### config.mk
export PLATFORM = sky130hd
export DESIGN_NAME = lcd_nibble_controller
export DESIGN_NICKNAME = d
export VERILOG_FILES = /design/src/rtl/lcd_nibble_controller_pkg.sv /design/src/rtl/lcd_nibble_controller_delay_timer.sv /design/src/rtl/lcd_nibble_controller.sv
export SDC_FILE = /design/constraint.sdc
export NUM_CORES = 1
export LEC_CHECK = 0
export ABC_AREA = 1
export ABC_CLOCK_PERIOD_IN_PS = 2020
export CAP_MARGIN = 20
export CORE_MARGIN = 3
export CORE_UTILIZATION = 50
export DETAILED_ROUTE_END_ITERATION = 12
export PLACE_DENSITY = 0.7
export SYNTH_ARGS = -nofsm -noshare
export SYNTH_HDL_FRONTEND = slang
export SYNTH_SLANG_ARGS = --single-unit
### constraint.sdc
create_clock -name Clock -period 2.02 [get_ports Clock]
set_input_delay 0.404 -clock Clock [delete_from_list [all_inputs] [get_ports Clock]]
set_output_delay 0.404 -clock Clock [all_outputs]
set_load 0.005 [all_outputs]
### src/rtl/lcd_nibble_controller_pkg.sv
// Shared definitions for the 4-bit HD44780 LCD sequencer: states, command codes,
// default 50 MHz timing and small helpers.
package lcd_nibble_controller_pkg;

    typedef enum logic [3:0] {
        ST_PWRUP,
        ST_INIT_SETUP,
        ST_INIT_EHI,
        ST_INIT_WAIT,
        ST_IDLE,
        ST_HI_SETUP,
        ST_HI_EHI,
        ST_GAP,
        ST_LO_SETUP,
        ST_LO_EHI,
        ST_POST_WAIT
    } lcd_state_e;

    localparam logic [7:0] CMD_CLEAR = 8'h01;
    localparam logic [7:0] CMD_HOME  = 8'h02;

    localparam int DEF_SETUP_CYC      = 2;
    localparam int DEF_E_HIGH_CYC     = 12;
    localparam int DEF_NIBBLE_GAP_CYC = 50;
    localparam int DEF_CMD_WAIT_CYC   = 2000;
    localparam int DEF_CLEAR_WAIT_CYC = 82000;
    localparam int DEF_INIT1_WAIT_CYC = 205000;
    localparam int DEF_INIT2_WAIT_CYC = 5000;
    localparam int DEF_POWERUP_CYC    = 750000;

    // Power-on nibble table {3,3,3,2}: three "8-bit mode" wakes, then switch to 4-bit.
    function automatic logic [3:0] init_nibble(input logic [1:0] idx);
        return (idx == 2'd3) ? 4'h2 : 4'h3;
    endfunction

    function automatic int max_int(input int x, input int y);
        return (x > y) ? x : y;
    endfunction

    // Clear and return-home take far longer than every other instruction.
    function automatic logic needs_long_wait(input logic rs, input logic [7:0] data);
        return !rs && ((data == CMD_CLEAR) || (data[7:1] == CMD_HOME[7:1]));
    endfunction

endpackage

### src/rtl/lcd_nibble_controller_delay_timer.sv
// Shared wait timer: a down-counter that loads on request and flags done at zero.
module lcd_nibble_controller_delay_timer #(
    parameter int               CNT_W   = 20,
    parameter logic [CNT_W-1:0] RST_VAL = '0
) (
    input  logic             clk_i,
    input  logic             rst_i,
    input  logic             load_i,
    input  logic [CNT_W-1:0] load_val_i,
    output logic             done_o
);

    logic [CNT_W-1:0] count_q;
    logic [CNT_W-1:0] count_d;

    // Holds at zero rather than wrapping; a fresh load restarts it.
    always_comb begin
        count_d = count_q;
        if (load_i) begin
            count_d = load_val_i;
        end else if (count_q != '0) begin
            count_d = count_q - CNT_W'(1);
        end
    end

    always_ff @(posedge clk_i or posedge rst_i) begin
        if (rst_i) begin
            count_q <= RST_VAL;
        end else begin
            count_q <= count_d;
        end
    end

    assign done_o = (count_q == '0);

endmodule

### src/rtl/lcd_nibble_controller.sv
// HD44780 4-bit bus sequencer: power-on init, then byte writes as two timed nibbles
// behind a valid/ready handshake. Write-only, all LCD pins registered.
//
// state      | meaning
// PWRUP      | power-up delay after reset release
// INIT_SETUP | init nibble on bus, e low
// INIT_EHI   | init nibble strobed, e high
// INIT_WAIT  | post-init-nibble delay (table-selected length)
// IDLE       | req_ready high, waiting for a byte
// HI_SETUP   | upper nibble on bus, e low
// HI_EHI     | upper nibble strobed
// GAP        | e low between nibbles
// LO_SETUP   | lower nibble on bus, e low
// LO_EHI     | lower nibble strobed
// POST_WAIT  | instruction execution time
module lcd_nibble_controller
    import lcd_nibble_controller_pkg::*;
#(
    parameter int SETUP_CYC      = DEF_SETUP_CYC,
    parameter int E_HIGH_CYC     = DEF_E_HIGH_CYC,
    parameter int NIBBLE_GAP_CYC = DEF_NIBBLE_GAP_CYC,
    parameter int CMD_WAIT_CYC   = DEF_CMD_WAIT_CYC,
    parameter int CLEAR_WAIT_CYC = DEF_CLEAR_WAIT_CYC,
    parameter int INIT1_WAIT_CYC = DEF_INIT1_WAIT_CYC,
    parameter int INIT2_WAIT_CYC = DEF_INIT2_WAIT_CYC,
    parameter int POWERUP_CYC    = DEF_POWERUP_CYC
) (
    input  logic       Clock,
    input  logic       Resetbtn,
    input  logic       req_valid,
    input  logic       req_rs,
    input  logic [7:0] req_data,
    output logic       req_ready,
    output logic       init_done,
    output logic       sf_e,
    output logic       e,
    output logic       rs,
    output logic       rw,
    output logic       d,
    output logic       c,
    output logic       b,
    output logic       a
);

    localparam int MAX_CYC = max_int(
        max_int(max_int(SETUP_CYC, E_HIGH_CYC), max_int(NIBBLE_GAP_CYC, CMD_WAIT_CYC)),
        max_int(max_int(CLEAR_WAIT_CYC, INIT1_WAIT_CYC), max_int(INIT2_WAIT_CYC, POWERUP_CYC)));
    localparam int CNT_W = $clog2(MAX_CYC + 1);

    typedef logic [CNT_W-1:0] cnt_t;

    // A state lasts (load + 1) cycles; zero or negative lengths collapse to one cycle.
    function automatic cnt_t len_to_load(input int n);
        return (n > 0) ? cnt_t'(n - 1) : '0;
    endfunction

    // Setup phases run SETUP_CYC+1 cycles, so e rises SETUP_CYC+1 after the bus changes.
    localparam cnt_t LD_SETUP = cnt_t'(SETUP_CYC);
    localparam cnt_t LD_EHI   = len_to_load(E_HIGH_CYC);
    // The whole e-low span between nibbles is NIBBLE_GAP_CYC, lower-nibble setup included.
    localparam cnt_t LD_GAP   = len_to_load(NIBBLE_GAP_CYC - SETUP_CYC - 1);
    localparam cnt_t LD_CMD   = len_to_load(CMD_WAIT_CYC);
    localparam cnt_t LD_CLEAR = len_to_load(CLEAR_WAIT_CYC);
    localparam cnt_t LD_INIT1 = len_to_load(INIT1_WAIT_CYC);
    localparam cnt_t LD_INIT2 = len_to_load(INIT2_WAIT_CYC);
    localparam cnt_t LD_PWRUP = len_to_load(POWERUP_CYC);

    function automatic cnt_t init_wait_ld(input logic [1:0] idx);
        case (idx)
            2'd0:    return LD_INIT1;
            2'd1:    return LD_INIT2;
            default: return LD_CMD;
        endcase
    endfunction

    lcd_state_e  state_q;
    logic [1:0]  idx_q;
    logic        e_q;
    logic        rs_q;
    logic [3:0]  nib_q;
    logic        ready_q;
    logic        init_done_q;
    logic [7:0]  data_q;

    logic        tmr_load;
    cnt_t        tmr_val;
    logic        tmr_done;

    lcd_nibble_controller_delay_timer #(
        .CNT_W   (CNT_W),
        .RST_VAL (LD_PWRUP)
    ) u_timer (
        .clk_i      (Clock),
        .rst_i      (Resetbtn),
        .load_i     (tmr_load),
        .load_val_i (tmr_val),
        .done_o     (tmr_done)
    );

    // Timer reload mirrors every FSM transition below, loading the next state's length.
    always_comb begin
        tmr_load = 1'b0;
        tmr_val  = '0;
        case (state_q)
            ST_PWRUP, ST_GAP: begin
                tmr_load = tmr_done;
                tmr_val  = LD_SETUP;
            end
            ST_INIT_SETUP, ST_HI_SETUP, ST_LO_SETUP: begin
                tmr_load = tmr_done;
                tmr_val  = LD_EHI;
            end
            ST_INIT_EHI: begin
                tmr_load = tmr_done;
                tmr_val  = init_wait_ld(idx_q);
            end
            ST_INIT_WAIT: begin
                tmr_load = tmr_done && (idx_q != 2'd3);
                tmr_val  = LD_SETUP;
            end
            ST_IDLE: begin
                tmr_load = req_valid && ready_q;
                tmr_val  = LD_SETUP;
            end
            ST_HI_EHI: begin
                tmr_load = tmr_done;
                tmr_val  = LD_GAP;
            end
            ST_LO_EHI: begin
                tmr_load = tmr_done;
                tmr_val  = needs_long_wait(rs_q, data_q) ? LD_CLEAR : LD_CMD;
            end
            default: begin
                tmr_load = 1'b0;
                tmr_val  = '0;
            end
        endcase
    end

    always_ff @(posedge Clock or posedge Resetbtn) begin
        if (Resetbtn) begin
            state_q     <= ST_PWRUP;
            idx_q       <= 2'd0;
            e_q         <= 1'b0;
            rs_q        <= 1'b0;
            nib_q       <= 4'h0;
            ready_q     <= 1'b0;
            init_done_q <= 1'b0;
            data_q      <= 8'h00;
        end else begin
            case (state_q)
                ST_PWRUP: if (tmr_done) begin
                    state_q <= ST_INIT_SETUP;
                    rs_q    <= 1'b0;
                    nib_q   <= init_nibble(idx_q);
                end
                ST_INIT_SETUP: if (tmr_done) begin
                    state_q <= ST_INIT_EHI;
                    e_q     <= 1'b1;
                end
                ST_INIT_EHI: if (tmr_done) begin
                    state_q <= ST_INIT_WAIT;
                    e_q     <= 1'b0;
                end
                ST_INIT_WAIT: if (tmr_done) begin
                    if (idx_q == 2'd3) begin
                        state_q     <= ST_IDLE;
                        ready_q     <= 1'b1;
                        init_done_q <= 1'b1;
                    end else begin
                        state_q <= ST_INIT_SETUP;
                        idx_q   <= idx_q + 2'd1;
                        nib_q   <= init_nibble(idx_q + 2'd1);
                    end
                end
                ST_IDLE: if (req_valid && ready_q) begin
                    state_q <= ST_HI_SETUP;
                    ready_q <= 1'b0;
                    data_q  <= req_data;
                    rs_q    <= req_rs;
                    nib_q   <= req_data[7:4];
                end
                ST_HI_SETUP: if (tmr_done) begin
                    state_q <= ST_HI_EHI;
                    e_q     <= 1'b1;
                end
                ST_HI_EHI: if (tmr_done) begin
                    state_q <= ST_GAP;
                    e_q     <= 1'b0;
                end
                ST_GAP: if (tmr_done) begin
                    state_q <= ST_LO_SETUP;
                    nib_q   <= data_q[3:0];
                end
                ST_LO_SETUP: if (tmr_done) begin
                    state_q <= ST_LO_EHI;
                    e_q     <= 1'b1;
                end
                ST_LO_EHI: if (tmr_done) begin
                    state_q <= ST_POST_WAIT;
                    e_q     <= 1'b0;
                end
                ST_POST_WAIT: if (tmr_done) begin
                    state_q <= ST_IDLE;
                    ready_q <= 1'b1;
                end
                default: begin
                    state_q <= ST_PWRUP;
                    e_q     <= 1'b0;
                    ready_q <= 1'b0;
                end
            endcase
        end
    end

    assign sf_e         = 1'b1;
    assign rw           = 1'b0;
    assign e            = e_q;
    assign rs           = rs_q;
    assign {d, c, b, a} = nib_q;
    assign req_ready    = ready_q;
    assign init_done    = init_done_q;

endmodule

==> results_dict.tcl, run 1 <==
set metrics [dict create \
    worstPathArrival_ns 2.08 \
    regArea_um2 1070 \
    worst_ep_required_time_ns 2.24 \
    rr_endpoint "u_timer.count_q[15]" \
    grt_overflow 0 \
    ys_types 37 \
    power.density_nw_per_um2 450 \
    worstPathCellList "inv_1 -> ha_1 -> nand3_1 -> nor2_1 -> nand3_2 -> buf_4 -> nand2_1 -> o21bai_1 -> nand2_1 -> a21oi_1" \
    critPathKind "reg -> reg" \
    hold_viol_final 0 \
    leakagePower_nw 1.52 \
    drive_gt1_frac 0.149 \
    yosys_warnings 0 \
    power_frac_comb 0.031 \
    yosys.cell_count.top_type "nand2_1" \
    slew_headroom 0.607 \
    min_period_ns 1.85 \
    yosys_most_used_dff "dfrtp_1" \
    post-place-ws_ns 0.141 \
    hpwl_um 5000 \
    synthXorXnorAreaFrac 0.0277 \
    synth.area.top_cells "dfrtp_1 (25%), nand2_1 (14%), dfstp_2 (12%)" \
    clock_skew_ns 0.00618 \
    synth_top_family_by_area "simple AND/OR/NAND/NOR gates" \
    total_power_mw 1.45 \
    clkPwrFrac 0.391 \
    reg2reg_setup_slack_ns 0.17 \
    final_nets 440 \
    clockBufferDepth 2 \
    hold_class "in -> async" \
    dpl.cell_count 483 \
    coreArea_um2 5300 \
    synth_nets 415 \
    r2r-start "u_timer.count_q[0]" \
    synth_compound_area_frac 0.0979 \
    area_growth_pct 13.4 \
    synth_common_cells "nand2_1 (109), nor2_1 (55), inv_1 (42), dfrtp_1 (29), nand3_1 (27)" \
    place_congestion 0.896 \
    seqPwrFrac 0.579 \
    num_vias 2520 \
    finalCritPeriodShare 0.918 \
    synthAdderAreaFrac 0.0307 \
    num_rows 26 \
    drtPass1Iterations 4 \
    fp.dieArea_um2 6640 \
    postPlaceCellArea_um2 3130 \
    synth_seq_area_share 0.375 \
    numCtsBuffers 5 \
    drv_cap 0 \
    worstRegToRegCells 10 \
    viasPerCell 5.12 \
    synth.area.mux_share 0 \
    synth_top_area_share 0.255 \
    antenna_found_initial 0 \
    critPathMaxStageDelay_ns 0.55 \
    final_cells 492 \
    finalSetupViolCount 0 \
    antenna_left 0 \
    cts_root_buffer "clkbuf_8" \
    async_reset_ff_frac 1.00 \
    syn_avg_cell_area_um2 7.19 \
    initial_utilization 0.537 \
    nFillCells 511 \
    finalMaxSlewViolations 0 \
    p_sw_uw 314 \
    worst-path-buf-inv 2 \
    tightest_slew_ns 0.581 \
    worstSetupStartpointType "register" \
    antenna_cells 0 \
    wl_per_cell_um 13.3 \
    cts_tree "yes" \
    final_design_area_no_fill_um2 3230 \
    p_int_mw 1.14 \
    cts.sinks 42 \
    grt_pass1_wl_um 11400 \
    fmax_ghz 0.539 \
    multiInputGateArea_um2 1560 \
    rsz0062_at_grt "true" \
    ys_ff_latch 42 \
    critPathCaptureType "register" \
    clock_latency_ns 0.30 \
    path_max_fanout 8 \
    yosysTopAreaCell "dfrtp_1" \
    finalWirelength_um 6560 \
    crit_path_top_delay_cell "dfstp_2" \
    crit_family "flip-flops" \
    drc 0 \
    p_sw_frac 0.216 \
    syn_inst 396 \
    die_h_um 81.5 \
    endpoint "u_timer.count_q[15]" \
    netlist_area_um2 2850 \
    crit_cells 10 \
    drtIter0Drc 189 \
    num_io_pins 22 \
    cts_htree_levels 2 \
    path_clk_slew_ns 0.08 \
    critPathLaunch "u_timer.count_q[0]" \
    dieWidth_um 81.5 \
    cts_hold_buf 0 \
    port_buffers 19 \
    setup_ws_ns 0.166 \
    holdWs_ns 0.448 \
    grt_usage 0.224 \
    status "finished clean" \
    crit_top_cell "nand2_1" \
    synthSimpleGateAreaFrac 0.386 \
    grt_pass1_vias 2505 \
    peakVddDrop_mv 0.455 \
    synth-edff-count 0 \
    grt_max_degree 43 \
]
-- placed cells by master, fill, tap and decap left out, types with 2 or more instances in the layout --
| master | netlist | final |
|---|---|---|
| nand2_1 | 109 | 109 |
| nor2_1 | 55 | 55 |
| dfstp_2 | 13 | 13 |
| nor2_4 | 8 | 8 |
| nor4_1 | 2 | 2 |
| nor2_2 | 4 | 4 |
| nor3_1 | 5 | 5 |
| a21oi_2 | 3 | 2 |
| o21ai_0 | 22 | 22 |
| xor2_1 | 9 | 9 |
| o21bai_1 | 2 | 2 |
| inv_2 | 5 | 6 |
| nand3_1 | 27 | 27 |
| nand3b_1 | 2 | 2 |
| nand2_2 | 5 | 5 |
| dfrtp_1 | 29 | 29 |
| nor3_2 | 3 | 3 |
| nand3_2 | 3 | 3 |
| conb_1 | 2 | 2 |
| a21oi_1 | 15 | 15 |
| or2_2 | 2 | 2 |
| ha_1 | 7 | 7 |
| nand2_8 | 2 | 2 |
| o21ai_1 | 3 | 3 |
| nand4_1 | 3 | 3 |
| buf_4 | 3 | 5 |
| inv_1 | 42 | 40 |
| clkdlybuf4s50_1 | 0 | 19 |
| clkbuf_8 | 0 | 6 |
-- per-layer routing --
layer / share of wire / track usage
met4: 0.023 / 0.0861
met3: 0.032 / 0.0417
met1: 0.45 / 0.282
met2: 0.49 / 0.380
met5: 0 / 0
-- state kept, by name, summed over array words and instances, names as in the netlist --
register / count
e: 1
u_timer.count_q: 20
nib_q: 4
rs: 1
data_q: 8
state_q: 4
req_ready: 1
init_done: 1
idx_q: 2
-- per-stage QoR --
step / TNS (ns) / utilization
2_1_floorplan: 0 / -
6_report: 0 / 0.609
4_1_cts: 0 / 0.607
3_3_place_gp: 0 / 0.589
3_5_place_dp: 0 / 0.589
5_1_grt: -0.0329 / 0.609
-- power groups by stage --
stage	clock network, mW	registers (mW)	logic [mW]
CTS	0.591	0.841	0.0464
detailed placement	0	0.857	0.0463
global route	0.637	0.842	0.0503
floorplan	0	0.857	0.0163
finish	0.568	0.841	0.0450
global placement	0	0.857	0.0463
-- worst min-delay path, delay by kind of cell --
| kind | cells | cell delay (ns) |
|---|---|---|
| buffers and inverters | 3 | 0.72 |
-- area by class of cell --
type / instances / area share
clock inverters: 1 / 0.00155
multi-input cells: 300 / 0.483
clock buffers: 7 / 0.0267
well taps: 70 / 0.0271
flip-flops and latches: 42 / 0.330
inverters: 47 / 0.0546
repair buffers: 25 / 0.0767
-- worst min-delay path by stage --
stage | startpoint | endpoint | slack, ns | depth (start not counted)
2_1_floorplan | data_q[5] | data_q[5] | 0.44 | 2
3_5_place_dp | data_q[5] | data_q[5] | 0.46 | 2
4_1_cts | Resetbtn | u_timer.count_q[6] | 0.45 | 3
3_3_place_gp | nib_q[1] | nib_q[1] | 0.46 | 2
6_report | Resetbtn | u_timer.count_q[6] | 0.45 | 3
5_1_grt | Resetbtn | u_timer.count_q[9] | 0.48 | 3
-- logic make-up (layout without fill, tap and decap cells) --
family	Yosys count	count (layout)
AOI/OAI and AO/OA	50	50
adders and majority gates	7	7
buffers and inverters	54	80
other	2	2
xor gates and xnor gates	9	9
DFF	42	42
and+or+nand+nor	232	232
-- timing repair --
item,in CTS,in global routing
buffers inserted,0,1
gates resized for setup,0,2
setup endpoints to repair,0,12
Note: power is estimated with default switching activity, not from simulation.
==> run 2: changes to the inputs <==
Settings changed: CTS_BUF_LIST from default to sky130_fd_sc_hd__clkbuf_16, CTS_CLUSTER_DIAMETER from default to 150.
==> run 2 against run 1 <==
Utilization rose by 0.87 points; non-clock buffer count did not move; critical path depth did not move; flip-flop and latch count did not move; sequential share of layout area fell by 0.47 points; worst setup slack got worse by 0.0040 ns; clock power rose by 35%; first-iteration DRC count fell by 16%; fmax fell by 0.21%; cell area rose by 1.4%; die area did not move.
==> results_dict.tcl, run 2 (synthesized netlist as in run 1, its figures left out) <==
set metrics [dict create \
    status "finished clean" \
    initial_utilization 0.537 \
    hpwl_um 5000 \
    coreArea_um2 5300 \
    tightest_slew_ns 0.578 \
    clockBufferDepth 2 \
    power_frac_comb 0.027 \
    cts_root_buffer "clkbuf_16" \
    crit_top_cell "nand2_1" \
    worstPathCellList "inv_1 -> ha_1 -> nand3_1 -> nor2_1 -> nand3_2 -> buf_4 -> nand2_1 -> o21bai_1 -> nand2_1 -> a21oi_1" \
    seqPwrFrac 0.510 \
    final_nets 440 \
    numCtsBuffers 5 \
    grt_usage 0.225 \
    finalMaxSlewViolations 0 \
    finalSetupViolCount 0 \
    critPathMaxStageDelay_ns 0.55 \
    critPathCaptureType "register" \
    antenna_found_initial 0 \
    port_buffers 19 \
    clock_skew_ns 0.00418 \
    path_clk_slew_ns 0.06 \
    final_cell_mix "nand2_1 (109), nor2_1 (55), inv_1 (41)" \
    drv_cap 0 \
    worst_ep_required_time_ns 2.23 \
    top_regs "u_timer.count_q x20, data_q x8" \
    hold_class "in -> async" \
    p_sw_uw 340 \
    slew_headroom 0.609 \
    drc 0 \
    clkPwrFrac 0.463 \
    drive_gt1_frac 0.147 \
    antenna_left 0 \
    fp.dieArea_um2 6640 \
    finalSetupTns_ns 0 \
    min_period_ns 1.86 \
    num_rows 26 \
    antenna_cells 0 \
    finalCritPeriodShare 0.920 \
    wl_per_cell_um 13.5 \
    grt_pass1_wl_um 11500 \
    postPlaceCellArea_um2 3130 \
    rsz0062_at_grt "true" \
    leakagePower_nw 1.54 \
    path_max_fanout 8 \
    grt_max_degree 43 \
    p_int_mw 1.31 \
    drtIter0Drc 159 \
    worstSetupStartpointType "register" \
    crit_path_top_delay_cell "dfstp_2" \
    grt_pass1_vias 2522 \
    regArea_um2 1070 \
    grt_overflow 0 \
    fmax_ghz 0.538 \
    worstPathArrival_ns 2.06 \
    nFillCells 509 \
    die_h_um 81.5 \
    area_growth_pct 15.1 \
    peakVddDrop_mv 0.502 \
    viasPerCell 5.15 \
    finalWirelength_um 6630 \
    critPathKind "reg -> reg" \
    largest_reg_flops 20 \
    top_register "u_timer.count_q" \
    total_power_mw 1.65 \
    hold_viol_final 0 \
    r2r-start "u_timer.count_q[0]" \
    place_congestion 0.896 \
    final_design_area_no_fill_um2 3280 \
    drtPass1Iterations 4 \
    p_sw_frac 0.206 \
    cts.sinks 42 \
    worst-path-buf-inv 2 \
    clock_latency_ns 0.28 \
    multiInputGateArea_um2 1560 \
    num_io_pins 22 \
    critPathLaunch "u_timer.count_q[0]" \
    power.density_nw_per_um2 504 \
    num_vias 2535 \
    dieWidth_um 81.5 \
    crit_family "flip-flops" \
    cts_htree_levels 2 \
    mostFrequentLayoutCell "nand2_1" \
    cts_tree "yes" \
]
-- run 2: worst paths after layout --
path | end | slack, ns | depth (start not counted)
hold / removal | u_timer.count_q[6] | 0.46 | 3
min in group Clock | data_q[5] | 0.47 | 2
max in group asynchronous | u_timer.count_q[5] | 1.28 | 3
setup reg to reg | u_timer.count_q[15] | 0.16 | 10
setup / recovery | u_timer.count_q[15] | 0.16 | 10
hold reg to reg | data_q[5] | 0.47 | 2
-- run 2: timing repair --
action | CTS | global route
gates resized for setup | 0 | 2
setup buffers | 0 | 1
hold buffers | 0 | 0
setup endpoints to repair | 0 | 11
-- run 2: stage by stage --
stage / util / std cells / worst slack [ns] / hold WS [ns]
6_report: 0.618 / 492 / 0.162 / 0.461
5_1_grt: 0.618 / 492 / -0.0155 / 0.507
4_1_cts: 0.615 / 491 / 0.132 / 0.475
3_5_place_dp: 0.589 / 483 / 0.141 / 0.461
3_3_place_gp: 0.589 / 483 / 0.216 / 0.459
2_1_floorplan: - / 396 / 0.394 / 0.443
-- run 2: metal layers --
metal	GRT usage	wire [um]	vias up
met5	0	0	-
met3	0.0417	199	13
li1	-	-	1303
met1	0.283	3000	1179
met2	0.386	3290	40
met4	0.0777	142	0
-- run 2: layout make-up --
| cell class | count | area share |
|---|---|---|
| multi-input cells | 300 | 0.476 |
| flip-flops and latches | 42 | 0.326 |
| repair buffers | 25 | 0.0756 |
| inverters | 47 | 0.0538 |
| clock buffers | 5 | 0.0382 |
| well taps | 70 | 0.0267 |
| clock inverters | 3 | 0.00382 |
-- run 2: worst min-delay path: stages --
cell,delay [ns]
clkdlybuf4s50_1,0.40
clkinv_1,0.08
buf_12,0.23
-- run 2: power groups by stage --
stage               Combinational [mW]  Sequential, mW  Clock [mW]
CTS                             0.0464           0.843       0.782
detailed placement              0.0463           0.857           0
global route                    0.0503           0.842       0.831
floorplan                       0.0163           0.857           0
global placement                0.0463           0.857           0
finish                          0.0449           0.843       0.764
